**src/rtl/im_loader_pkg.sv**
```systemverilog
// rtl/im_loader_pkg.sv - shared IM geometry and loader state encoding
package im_loader_pkg;

    localparam int          IM_DEPTH   = 1024;
    localparam int          IM_AW      = 10;
    localparam logic [31:0] IM_BASE_PC = 32'h0000_3000;

    typedef enum logic [2:0] {
        HDR_HI = 3'd0,
        HDR_LO = 3'd1,
        DATA   = 3'd2,
        DONE   = 3'd3,
        ERR    = 3'd4
    } state_t;

    // Word index used by the fetch side for a given PC (pc[11:2] for the default size).
    function automatic logic [IM_AW-1:0] im_index(input logic [31:0] pc);
        logic [31:0] off;
        off = pc - IM_BASE_PC;
        return off[IM_AW+1:2];
    endfunction

endpackage

```
**src/rtl/im_loader_word_assembler.sv**
```systemverilog
// rtl/im_loader_word_assembler.sv - big-endian byte-to-word assembler with registered word_ready
module word_assembler (
    input  logic        clk,
    input  logic        reset,
    input  logic        shift_en,
    input  logic [7:0]  byte_data,
    output logic        last_byte,
    output logic        word_ready,
    output logic [31:0] word
);

    logic [1:0]  byte_idx;
    logic [23:0] sreg;

    assign last_byte = (byte_idx == 2'd3);

    // word only changes on completion, so it holds its value between writes
    always_ff @(posedge clk) begin
        if (reset) begin
            byte_idx   <= 2'd0;
            sreg       <= 24'd0;
            word_ready <= 1'b0;
            word       <= 32'd0;
        end else begin
            word_ready <= 1'b0;
            if (shift_en) begin
                byte_idx <= byte_idx + 2'd1;
                sreg     <= {sreg[15:0], byte_data};
                if (last_byte) begin
                    word       <= {sreg, byte_data};
                    word_ready <= 1'b1;
                end
            end
        end
    end

endmodule

```
**src/rtl/im_loader.sv**
```systemverilog
// rtl/im_loader.sv - loads a counted big-endian word image into IM, then releases the CPU
module im_loader
    import im_loader_pkg::*;
#(
    parameter int DEPTH = IM_DEPTH,
    parameter int AW    = IM_AW
) (
    input  logic          clk,
    input  logic          reset,
    input  logic          byte_valid,
    input  logic [7:0]    byte_data,
    output logic          byte_ready,
    output logic          im_we,
    output logic [AW-1:0] im_addr,
    output logic [31:0]   im_wdata,
    output logic          cpu_reset,
    output logic          done,
    output logic          err
);

    localparam logic [16:0] DEPTH_W = 17'(DEPTH);

    state_t      state;
    state_t      next_state;
    logic [15:0] total;
    logic [AW:0] word_cnt;
    logic [15:0] hdr_count;
    logic        accept;
    logic        shift_en;
    logic        last_byte;
    logic        last_word;

    assign hdr_count = {total[15:8], byte_data};
    assign accept    = byte_valid && byte_ready;
    assign shift_en  = accept && (state == DATA);
    assign last_word = (16'(word_cnt) == (total - 16'd1));

    word_assembler u_asm (
        .clk        (clk),
        .reset      (reset),
        .shift_en   (shift_en),
        .byte_data  (byte_data),
        .last_byte  (last_byte),
        .word_ready (im_we),
        .word       (im_wdata)
    );

    always_ff @(posedge clk) begin
        if (reset) begin
            state <= HDR_HI;
        end else begin
            state <= next_state;
        end
    end

    always_comb begin
        next_state = state;
        byte_ready = 1'b0;
        case (state)
            HDR_HI: begin
                byte_ready = 1'b1;
                if (byte_valid) next_state = HDR_LO;
            end
            HDR_LO: begin
                byte_ready = 1'b1;
                if (byte_valid) begin
                    if (hdr_count == 16'd0)
                        next_state = DONE;
                    else if ({1'b0, hdr_count} > DEPTH_W)
                        next_state = ERR;
                    else
                        next_state = DATA;
                end
            end
            DATA: begin
                byte_ready = 1'b1;
                // leave on the edge that completes the final word, which is the edge raising im_we
                if (byte_valid && last_byte && last_word) next_state = DONE;
            end
            DONE:    next_state = DONE;
            ERR:     next_state = ERR;
            default: next_state = HDR_HI;
        endcase
    end

    always_ff @(posedge clk) begin
        if (reset) begin
            total     <= 16'd0;
            word_cnt  <= '0;
            im_addr   <= '0;
            done      <= 1'b0;
            err       <= 1'b0;
            cpu_reset <= 1'b1;
        end else begin
            if (accept && state == HDR_HI) total[15:8] <= byte_data;
            if (accept && state == HDR_LO) total[7:0]  <= byte_data;
            if (shift_en && last_byte) begin
                im_addr  <= word_cnt[AW-1:0];
                word_cnt <= word_cnt + {{AW{1'b0}}, 1'b1};
            end
            if (state == DONE) done <= 1'b1;
            if (state == ERR)  err  <= 1'b1;
            // release lags done by a cycle so the final IM write has settled
            cpu_reset <= ~done;
        end
    end

endmodule

```
**config.mk**
```make
export PLATFORM = sky130hd
export DESIGN_NAME = im_loader
export DESIGN_NICKNAME = d
export VERILOG_FILES = /design/src/rtl/im_loader_pkg.sv /design/src/rtl/im_loader_word_assembler.sv /design/src/rtl/im_loader.sv
export SDC_FILE = /design/constraint.sdc
export NUM_CORES = 1
export LEC_CHECK = 0
export ABC_AREA = 1
export CORE_MARGIN = 2
export CORE_UTILIZATION = 50
export CTS_BUF_LIST = sky130_fd_sc_hd__clkbuf_8 sky130_fd_sc_hd__clkbuf_16
export DETAILED_ROUTE_END_ITERATION = 8
export HOLD_SLACK_MARGIN = 0.15
export PLACE_DENSITY = 0.74
export SYNTH_ARGS = -nofsm -noshare
export SYNTH_HDL_FRONTEND = slang
export SYNTH_SLANG_ARGS = --single-unit
```
**constraint.sdc**
```tcl
create_clock -name clk -period 1.8 [get_ports clk]
set_input_delay 0.36 -clock clk [delete_from_list [all_inputs] [get_ports clk]]
set_output_delay 0.36 -clock clk [all_outputs]
set_load 0.005 [all_outputs]
```
==> summary.txt, run 1 <==
Die Wd -> 96.20 um
outcome -> complete, but fails checks
Sink Count -> 102
CTS H-tree lvls -> 3
TritonCTS Buffers -> 9
Worst Skew -> 14.41 ps
DR iter-0 viols -> 296
slowest stage cell, crit path -> dfxtp_2
leakage -> 2.157 nW
largest cells by area after synthesis -> dfxtp_1, nand2_1, a21oi_1, o21ai_0, nor2_1
pin count of the biggest net entering global routing -> 36
row count -> 33
Critical Path AT -> 2080 ps
Final TNS setup -> -13.42 ps
Filler cells -> 702
Crit. End Element -> register
final worst slack -> -13.42 ps
initial antenna violation count -> 0
Cell Pwr Density -> 880.4 mW/mm2
WL met2 -> 4580 um
routed len/inst -> 13.32 um
share of post-route cells with drive strength above 1 -> 0.1192
CP max stage delay -> 350 ps
Worst-Skew Late Latency -> 370 ps
number of port buffers -> 57
GP Congestion -> 0.9433
cells after synthesis -> 586
# hold bufs at CTS -> 0
count of final max-slew check failures -> 0
Final nets -> 672
Tot Pwr -> 4.729 mW
Net Count, Synth -> 600
Yosys reg bits -> 102
first-pass GRT wire length -> 16770 um
Initial Utilization -> 0.5173
CP Buf/Inv Count -> 1
# diodes -> 0
most used cell, CP -> nand2_1
CP Class -> reg2reg
Ys Warns -> 0
antenna viol nets, final -> 0
Tcrit/Tclk final -> 1.007
core area -> 0.008217 mm2
crit path max fanout -> 4
global route overflow -> 0
drt pass-1 iters -> 5
Rel. slew slack -> 0.7296
top cell type's share of synthesized area -> 0.4804
number of global-route vias before repair -> 3607
# IOs -> 58
Cell variety after synth -> 29
met3 routed WL -> 596 um
CTS tree -> done
CTS Root Cell -> clkbuf_8
fin cells -> 768
Mean Syn Cell Area -> 7.253 um2
Final Hold Fails -> 0
highest metal used -> met4
die height -> 96.20 um
CP delay by family, top -> simple AND/OR/NAND/NOR gates
Routed WL -> 10230 um
placed cells -> 751
Worst-path clk slew -> 110 ps
Critical Path Source Type -> register
Setup violations, final -> 1
worst slew pin tran -> 404.6 ps
# DRC -> 0
unrepaired setup endpoints after global routing -> yes
Hold WS -> 431.2 ps
Max VDD drop -> 621.7 uV
DRT met1 WL -> 4912 um
Hold/Removal Path Class -> reg2reg
Synth area leader -> dfxtp_1
failing checks -> negative setup slack
Max-Cap Viols -> 0
Via Count -> 3939
Layout area overhead -> 26.38%
Tmin final -> 1813 ps
Total GRT Usage -> 0.2323
Max Clk Rate -> 551.4 MHz
sequential fraction of the synthesis area -> 0.4804
Post-Syn Area -> 0.004250 mm2
CTS max path bufs -> 2
post-DR vias/cell -> 5.129
post-DP HPWL -> 7393 um
Required @ worst endpoint -> 2070 ps
worst path cell trace -> inv_2, ha_4, nand2_1, nand2_1, nand2_1, nand2_1, nor2_1, nand2_1, nor2_1, nand2_1, nor2_1, nand2_1, nand2_2, nand3_2, nand2_1, nor2_1
DIE AREA -> 0.009254 mm2
-- metal layers --
metal  vias to the layer above  track usage
met5                         -            0
met3                        16      0.05247
li1                       2028            -
met4                         0      0.06190
met1                      1782       0.3317
met2                       113       0.3530
-- through the flow --
step | area [um2] | setup slack, ps | utilization
final | 5371 | -13.42 | 0.6537
after global routing | 5371 | -166.5 | 0.6537
after CTS | 5318 | 0.9408 | 0.6472
after detailed placement | 5104 | -240.8 | 0.6211
after global placement | 5104 | -207.5 | 0.6211
after floorplan | 4250 | 138.5 | -
-- registers in the layout, indices dropped and copies added (netlist names), 2 cells and up --
name	flops
word_cnt	11
im_addr	10
total	16
state	3
u_asm.sreg	24
u_asm.byte_idx	2
u_asm.word	32
-- layout make-up --
cell class              instances  area, um2  share of cell area
flip-flops and latches        102       2046              0.3809
repair buffers                 89      847.1              0.1577
multi-input cells             402       1951              0.3631
clock inverters                 7      67.56             0.01258
well taps                     105      131.4             0.02446
clock buffers                   9      123.9             0.02306
inverters                      54      205.2             0.03820
-- logic make-up (layout without fill, tap and decap cells) --
family,after synthesis,in the layout,share of synthesized area
and+or+nand+nor,242,242,0.2417
xor gates and xnor gates,8,8,0.01648
buffers and inverters,82,159,0.07565
adders and majority gates,3,3,0.008832
AOI/OAI and AO/OA,149,149,0.1769
DFF,102,102,0.4804
-- worst reg2reg max path, delay by kind of cell, from the launching register on --
family | cells | cell delay, ps
adders and majority gates | 1 | 150
buffers and inverters | 1 | 50
DFF | 1 | 350
and+or+nand+nor | 14 | 1170
-- timing repair --
action,in CTS,in global routing
gates resized for setup,8,15
pin swaps,2,8
setup endpoints to repair,3,3
setup buffers,0,1
endpoints found under the hold margin,0,0
-- final timing paths --
kind                                       startpoint                    end  slack (ps)  cells past startpoint
worst min register to register      done$_SDFFE_PP0N_   cpu_reset$_SDFF_PP1_         430                      1
worst min-delay path                done$_SDFFE_PP0N_   cpu_reset$_SDFF_PP1_         430                      1
worst max register to register  total[0]$_SDFFE_PP0P_  state[0]$_SDFFE_PP0P_         -10                     16
worst max-delay path            total[0]$_SDFFE_PP0P_  state[0]$_SDFFE_PP0P_         -10                     16
-- synth_stat cells, drive strengths merged --
master,number
clkbuf,21
dfxtp,102
nor3b,1
o21ai,63
nand3,18
xnor2,4
nor3,5
nand2,139
ha,3
a21oi,84
o41ai,1
inv,54
nor4,2
nor2,74
or2,1
buf,7
xor2,4
a211oi,1
nand4,2
-- layout by cell type, fill, tap and decap left out, types with 4 or more instances in the layout --
cell type / count
nor2_1: 66
a21oi_1: 84
nand3_2: 4
inv_2: 4
clkdlybuf4s50_1: 56
xor2_1: 4
dfxtp_1: 99
clkbuf_8: 9
inv_1: 49
buf_4: 29
nand2_2: 4
o21ai_0: 62
xnor2_1: 4
nand3_1: 14
nand2_1: 134
-- power by group --
part	switching, mW	leakage [nW]	internal (mW)	total [mW]
combinational	0.575	1.23	0.342	0.917
sequential	0.0863	0.826	2.34	2.42
clock	0.850	0.0989	0.537	1.39
total	1.51	2.16	3.22	4.73
Note: power is estimated with default switching activity, not from simulation.
==> run 2: changes to the inputs <==
Settings changed: ABC_AREA 1 to unset.
==> run 2 against run 1 <==
Core utilization rose by 0.40 points; critical endpoint unchanged; clock-buffer cell count did not move; the flow still finishes with violations (negative setup slack); fmax fell by 13%; critical path type unchanged; routed wire length fell by 1.7%; non-clock buffer count rose by 20; worst hold slack got worse by 0.83 ps; final cell count fell by 8.3%.
==> summary.txt, run 2 <==
Worst-Skew Late Latency -> 370 ps (about the same)
grt met3 use -> 0.04469 (-0.007774)
Cell variety after synth -> 42 (+45%)
Rel. slew slack -> 0.6747 (-0.05493)
antenna viol nets, final -> 0 (unchanged)
row count -> 33 (unchanged)
outcome -> complete, but fails checks
Layout area overhead -> 29.22%
GRT busiest layer -> met2
# diodes -> 0 (unchanged)
Ys Warns -> 0 (unchanged)
top cells by count, synth -> nand2_1, dfxtp_1, a21oi_1
post-DP HPWL -> 7320 um (-0.99%)
# IOs -> 58 (unchanged)
Cell Int Power -> 3.123 mW (-2.9%)
CTS Root Cell -> clkbuf_8
Post-synth EDFFs -> 0 (unchanged)
TritonCTS Buffers -> 9 (unchanged)
Max VDD drop -> 548.9 uV (-12%)
Crit. End Element -> register
Setup violations, final -> 1 (unchanged)
CTS H-tree lvls -> 3 (unchanged)
Most used DFF post-synth -> dfxtp_1
largest cells by area after synthesis -> dfxtp_1, nand2_1, a21oi_1, xor2_1, nor2_1
Yosys reg bits -> 102 (unchanged)
Final nets -> 609 (-9.4%)
first-pass GRT wire length -> 16450 um (-1.9%)
failing checks -> negative setup slack
Routed WL -> 10060 um (-1.7%)
Critical Path Source Type -> register
final worst slack -> -272.8 ps (-259.3 ps)
Comb power frac -> 0.150 (-0.044)
Initial Utilization -> 0.5090 (-0.008316)
Synth area leader -> dfxtp_1
Sequential Power Share -> 0.542 (+0.029)
crit path from -> total[0]$_SDFFE_PP0P_
Total GRT Usage -> 0.2357 (+0.003307)
cells after synthesis -> 511 (-13%)
top cell type's share of synthesized area -> 0.4957 (+0.01532)
Via Count -> 3701 (-6.0%)
post-DR vias/cell -> 5.257 (+2.5%)
CP endpoint -> state[0]$_SDFFE_PP0P_
Net Count, Synth -> 525 (-13%)
Tmin final -> 2073 ps (+259.3 ps)
Max-Cap Viols -> 0 (unchanged)
unrepaired setup endpoints after global routing -> yes
most frequent cells in the layout -> nand2_1, dfxtp_1, a21oi_1, clkdlybuf4s50_1, buf_4
R2R depth -> 5 (-11)
Sink Count -> 102 (unchanged)
Hold WS -> 430.3 ps (-0.8320 ps)
asr flop ratio synth -> 0 (unchanged)
die height -> 94.76 um (-1.5%)
CTS tree -> done
count of final max-slew check failures -> 0 (unchanged)
number of global-route vias before repair -> 3541 (-1.8%)
drt pass-1 iters -> 4 (-1)
CTS max path bufs -> 2 (unchanged)
met2 Usage GRT -> 0.3983 (+0.04534)
global route overflow -> 0 (unchanged)
Worst-path clk slew -> 90 ps (-20 ps)
worst slew pin tran -> 488.0 ps (+83.38 ps)
DIE AREA -> 0.008979 mm2 (-3.0%)
share of post-route cells with drive strength above 1 -> 0.1402 (+0.02108)
number of port buffers -> 57 (unchanged)
Tcrit/Tclk final -> 1.152 (+0.1441)
Biggest register -> u_asm.word
# DRC -> 0 (unchanged)
sw power -> 1.184 mW (-22%)
Critical Path AT -> 2360 ps (+280 ps)
Hold/Removal Path Class -> reg2reg
routed len/inst -> 14.29 um (+7.3%)
max reg flops -> 32 (unchanged)
Required @ worst endpoint -> 2090 ps (+20 ps)
most common cell after layout, fill and taps aside -> nand2_1
largest registers -> u_asm.word x32, u_asm.sreg x24, total x16
GRT met1 Usage -> 0.2880 (-0.04370)
Final Hold Fails -> 0 (unchanged)
leakage -> 1.876 nW (-13%)
Mean Syn Cell Area -> 8.061 um2 (+11%)
Die Wd -> 94.76 um (-1.5%)
Clk pwr share -> 0.308 (+0.015)
pre-CTS WS -> -349.4 ps (-108.7 ps)
pin count of the biggest net entering global routing -> 33 (-8.3%)
Cell Pwr Density -> 809.2 mW/mm2 (-8.1%)
Sw Ratio -> 0.2749 (-0.04466)
reg2reg start -> total[0]$_SDFFE_PP0P_
crit path max fanout -> 4 (unchanged)
Worst Skew -> 10.36 ps (-4.050 ps)
most common cell in the synthesized netlist -> nand2_1
Post-Syn Area -> 0.004119 mm2 (-3.1%)
GP Congestion -> 0.9564 (+1.4%)
DR iter-0 viols -> 167 (-44%)
Max Clk Rate -> 482.4 MHz (-13%)
Filler cells -> 720 (+2.6%)
initial antenna violation count -> 0 (unchanged)
Critical R2R Capture -> state[0]$_SDFFE_PP0P_
slack of the worst reg-to-reg path -> -270 ps (-260 ps)
CP Class -> reg2reg
core area -> 0.008093 mm2 (-1.5%)
sequential fraction of the synthesis area -> 0.4957 (+0.01532)
==> run 2: changes by cell type in the layout (fill, tap and decap cells not counted), moves of 7 or more <==
cell,before,now
nand2_1,134,158
xnor2_1,4,11
xor2_1,4,13
nand3_1,14,6
inv_1,49,4
nor2_1,66,27
buf_4,29,49
o21ai_0,62,6
mux2i_1,0,10
==> run 2: power groups by stage <==
stage,clock (mW),sequential [mW],combinational [mW]
after global placement,0,2.38,0.617
final,1.33,2.34,0.644
after floorplan,0,2.38,0.385
after global routing,1.43,2.34,0.707
after CTS,1.36,2.34,0.637
after detailed placement,0,2.39,0.626
==> run 2: layer usage <==
metal / vias to the layer above / routed length (um)
met1: 1710 / 4530
met3: 24 / 404
met4: 0 / 238
met5: - / 0
li1: 1862 / -
met2: 105 / 4885
==> run 2: logic make-up (layout without fill, tap and decap cells) <==
logic type | count (synthesis) | count (layout) | share of synthesized area
AOI/OAI and AO/OA | 101 | 101 | 0.1364
xor gates and xnor gates | 24 | 24 | 0.05103
adders and majority gates | 3 | 3 | 0.009114
buffers and inverters | 40 | 128 | 0.03766
DFF | 102 | 102 | 0.4957
muxes | 10 | 10 | 0.02430
and+or+nand+nor | 231 | 231 | 0.2458
==> run 2: critical path, stage by stage, from the launching register on <==
cell       delay, ps
dfxtp_2          350
or4_4            530
or4_4            450
a2111oi_4        310
o2111ai_2        160
a211oi_2         200
==> run 2: how the worst min path moves through the flow <==
stage / startpoint / depth (start not counted) / endpoint / slack [ps]
3_3_place_gp: done$_SDFFE_PP0N_ / 1 / cpu_reset$_SDFF_PP1_ / 400
2_1_floorplan: done$_SDFFE_PP0N_ / 1 / cpu_reset$_SDFF_PP1_ / 400
3_5_place_dp: done$_SDFFE_PP0N_ / 1 / cpu_reset$_SDFF_PP1_ / 410
6_report: done$_SDFFE_PP0N_ / 1 / cpu_reset$_SDFF_PP1_ / 430
5_1_grt: done$_SDFFE_PP0N_ / 1 / cpu_reset$_SDFF_PP1_ / 440
4_1_cts: reset / 2 / word_cnt[4]$_SDFFE_PP0P_ / 420
==> run 2: area by class of cell <==
| cell class | instances | area, um2 | share of cell area |
|---|---|---|---|
| Sequential cell | 102 | 2044 | 0.3841 |
| Tap cell | 105 | 131.4 | 0.02468 |
| Timing Repair Buffer | 109 | 992.2 | 0.1864 |
| Clock buffer | 9 | 123.9 | 0.02327 |
| Multi-Input combinational cell | 369 | 1962 | 0.3686 |
| Clock inverter | 6 | 53.80 | 0.01011 |
| Inverter | 4 | 15.01 | 0.002821 |
==> run 2: metrics by stage <==
step           instances  TNS (ps)  power (mW)    util  area [um2]
5_1_grt              704    -303.1       4.474  0.6577        5323
3_3_place_gp         689    -11380       3.002  0.6333        5125
6_report             704    -272.8       4.307  0.6577        5323
3_5_place_dp         689    -13050       3.013  0.6333        5125
2_1_floorplan        511    -210.2       2.767       -        4131
4_1_cts              704    -272.6       4.333  0.6565        5313
==> run 2: what timing repair did <==
item,4_1_cts,5_1_grt
hold endpoints to repair,0,0
resized for setup,4,3
setup buffers,0,0
setup endpoints to repair,2,5
pin swaps,1,0
hold buffers,0,0
==> run 3: changes to the inputs <==
Settings changed: PLACE_DENSITY 0.74 to 0.73, SYNTH_HIERARCHICAL set to 1.
==> run 3 against run 2 <==
The run still ends with negative setup slack left; register-to-register slack got worse by 60 ps; worst setup slack got worse by 56 ps; flip-flop and latch count did not move; clock power rose by 34%; worst hold slack got worse by 59 ps; routed wire length rose by 6.1%; critical path type unchanged; critical endpoint unchanged; largest cell class is now multi-input gates.
==> summary.txt, run 3 <==
outcome -> complete, but fails checks
failing checks -> negative setup slack
Cells on Worst Hold Path -> 4 (+3)
Mean Syn Cell Area -> 9.133 um2 (+13%)
Required @ worst endpoint -> 2080 ps (about the same)
Layout area overhead -> 27.48%
Cell variety after synth -> 49 (+17%)
Final Cell Area -> 0.005868 mm2 (+10%)
sw power -> 1.164 mW (-1.7%)
Sink Count -> 102 (unchanged)
Max VDD drop -> 545.1 uV (-0.70%)
max reg flops -> 32 (unchanged)
Cell Int Power -> 3.513 mW (+12%)
most frequent cells in the layout -> dfxtp_1, nor2_1, buf_4, clkdlybuf4s50_1, nand2_1
area of the multi-input gates -> 0.002330 mm2 (+19%)
# IOs -> 58 (unchanged)
R2R depth -> 6 (+1)
Routed WL -> 10670 um (+6.1%)
asr flop ratio synth -> 0 (unchanged)
Final Util -> 0.6473 (-0.01036)
most common cell in the synthesized netlist -> dfxtp_1
placed cells -> 681 (-1.2%)
Rel. slew slack -> 0.2763 (-0.3983)
pre-CTS WS -> -862.8 ps (-513.4 ps)
Most used DFF post-synth -> dfxtp_1
slowest stage cell, crit path -> or4_4
crit path max fanout -> 3 (-1)
TritonCTS Buffers -> 9 (unchanged)
Biggest register -> u_asm/word
Critical Path AT -> 2410 ps (+50 ps)
Sequential Power Share -> 0.495 (-0.047)
Tcrit/Tclk final -> 1.182 (+0.03092)
CP max stage delay -> 530 ps (about the same)
share of post-route cells with drive strength above 1 -> 0.1912 (+0.05097)
top cell type's share of synthesized area -> 0.4436 (-0.05215)
Post-synth EDFFs -> 0 (unchanged)
Via Count -> 3808 (+2.9%)
Yosys reg bits -> 102 (unchanged)
Comb power frac -> 0.125 (-0.025)
Max-Cap Viols -> 0 (unchanged)
Tmin final -> 2128 ps (+55.66 ps)
antenna viol nets, final -> 0 (unchanged)
Net Count, Synth -> 518 (-1.3%)
number of global-route vias before repair -> 3763 (+6.3%)
Worst Skew -> 14.18 ps (+3.826 ps)
most common cell after layout, fill and taps aside -> dfxtp_1
Setup violations, final -> 2 (+1)
worst path cell trace -> or4_4, or4b_1, a211o_1, o311ai_2, nand4_1, o31ai_1
count of final max-slew check failures -> 0 (unchanged)
first-pass GRT wire length -> 17750 um (+7.9%)
Clk pwr share -> 0.380 (+0.072)
Cell Pwr Density -> 797.0 mW/mm2 (-1.5%)
Crit. End Element -> register
Filler cells -> 754 (+4.7%)
post-DP HPWL -> 6946 um (-5.1%)
worst slew pin tran -> 1086 ps (+597.5 ps)
Register Area -> 0.002044 mm2 (unchanged)
row count -> 35 (+6.1%)
Post-Syn Area -> 0.004603 mm2 (+12%)
Max Clk Rate -> 469.8 MHz (-2.6%)
Worst-Skew Late Latency -> 370 ps (about the same)
Sw Ratio -> 0.2488 (-0.02606)
number of port buffers -> 57 (unchanged)
largest registers -> u_asm/word x32, u_asm/sreg x24, total x16
initial antenna violation count -> 0 (unchanged)
GP Congestion -> 0.9172 (-4.1%)
largest cells by area after synthesis -> dfxtp_1, mux2i_1, a21bo_1, a21oi_1, nor2_1
die height -> 99.95 um (+5.5%)
Total GRT Usage -> 0.2195 (-0.01615)
cells after synthesis -> 504 (-1.4%)
sequential fraction of the synthesis area -> 0.4436 (-0.05215)
DIE AREA -> 0.009990 mm2 (+11%)
leakage -> 2.095 nW (+12%)
global route overflow -> 0 (unchanged)
CTS Root Cell -> clkbuf_8
CP Class -> reg2reg
# diodes -> 0 (unchanged)
Worst-path clk slew -> 100 ps (about the same)
unrepaired setup endpoints after global routing -> yes
Final nets -> 600 (-1.5%)
Area after DPL -> 0.005454 mm2 (+6.4%)
Ys Warns -> 6 (+6)
Initial Utilization -> 0.5078 (-0.001169)
post-DR vias/cell -> 5.425 (+3.2%)
Final Hold Fails -> 0 (unchanged)
CTS H-tree lvls -> 3 (unchanged)
Hold/Removal Path Class -> in2reg
Die Wd -> 99.95 um (+5.5%)
final worst slack -> -328.4 ps (-55.66 ps)
# DRC -> 0 (unchanged)
top cells by count, synth -> dfxtp_1, nor2_1, nand2_1
fin cells -> 702 (-0.28%)
drt pass-1 iters -> 4 (unchanged)
DR iter-0 viols -> 168 (+0.60%)
core area -> 0.009065 mm2 (+12%)
pin count of the biggest net entering global routing -> 102 (+210%)
CTS max path bufs -> 2 (unchanged)
routed len/inst -> 15.20 um (+6.4%)
CTS tree -> done
Final TNS setup -> -329.4 ps (-56.66 ps)
Synth area leader -> dfxtp_1
Critical Path Source Type -> register
[run 3: logic make-up (layout without fill, tap and decap cells)]
family,count (synthesis),count (layout),synth area share
AOI/OAI and AO/OA,115,115,0.1821
muxes,33,33,0.07203
xor gates and xnor gates,20,20,0.03805
adders and majority gates,3,3,0.008155
buffers and inverters,50,137,0.06741
DFF,102,102,0.4436
and+or+nand+nor,181,181,0.1886
[run 3: stage by stage]
stage	power, mW	hold slack [ps]
6_report	4.677	371.2
2_1_floorplan	2.705	398.4
3_3_place_gp	2.899	401.5
5_1_grt	4.860	373.8
3_5_place_dp	2.909	401.3
4_1_cts	4.687	363.6
[run 3: timing repair]
item / 4_1_cts / 5_1_grt
hold buffers: 0 / 0
setup endpoints to repair: 11 / 37
pin swaps: 13 / 4
gates resized for setup: 18 / 10
setup buffers: 2 / 1
gates cloned: 0 / 2
[run 3: cell type report]
type | count | area share
Multi-Input combinational cell | 352 | 0.3970
Sequential cell | 102 | 0.3484
Timing Repair Buffer | 114 | 0.1829
Tap cell | 111 | 0.02367
Clock inverter | 7 | 0.02239
Clock buffer | 9 | 0.02111
Inverter | 7 | 0.004478
[run 3: layer usage]
| layer | wire length (um) | GRT usage |
|---|---|---|
| met5 | 0 | 0 |
| met4 | 290 | 0.08325 |
| met3 | 347 | 0.04457 |
| met2 | 5187 | 0.3675 |
| met1 | 4846 | 0.2802 |
[run 3: power groups by stage]
stage	combinational, mW	clock (mW)	sequential [mW]
detailed placement	0.543	0	2.37
global placement	0.535	0	2.36
floorplan	0.340	0	2.37
finish	0.582	1.78	2.32
CTS	0.558	1.81	2.31
global route	0.637	1.90	2.32
[run 3: final timing paths]
path                               from                     to  slack (ps)
setup / recovery  total[0]$_SDFFE_PP0P_  state[0]$_SDFFE_PP0P_        -330
hold reg to reg       done$_SDFFE_PP0P_   cpu_reset$_SDFF_PP1_         420
setup reg to reg  total[0]$_SDFFE_PP0P_  state[0]$_SDFFE_PP0P_        -330
hold / removal                    reset  state[0]$_SDFFE_PP0P_         370
[run 3: worst max-delay path: cells and delay by family, from the launching register on]
family,cells,cell delay [ps]
flops,1,340
compound gates,3,570
simple gates,3,1140
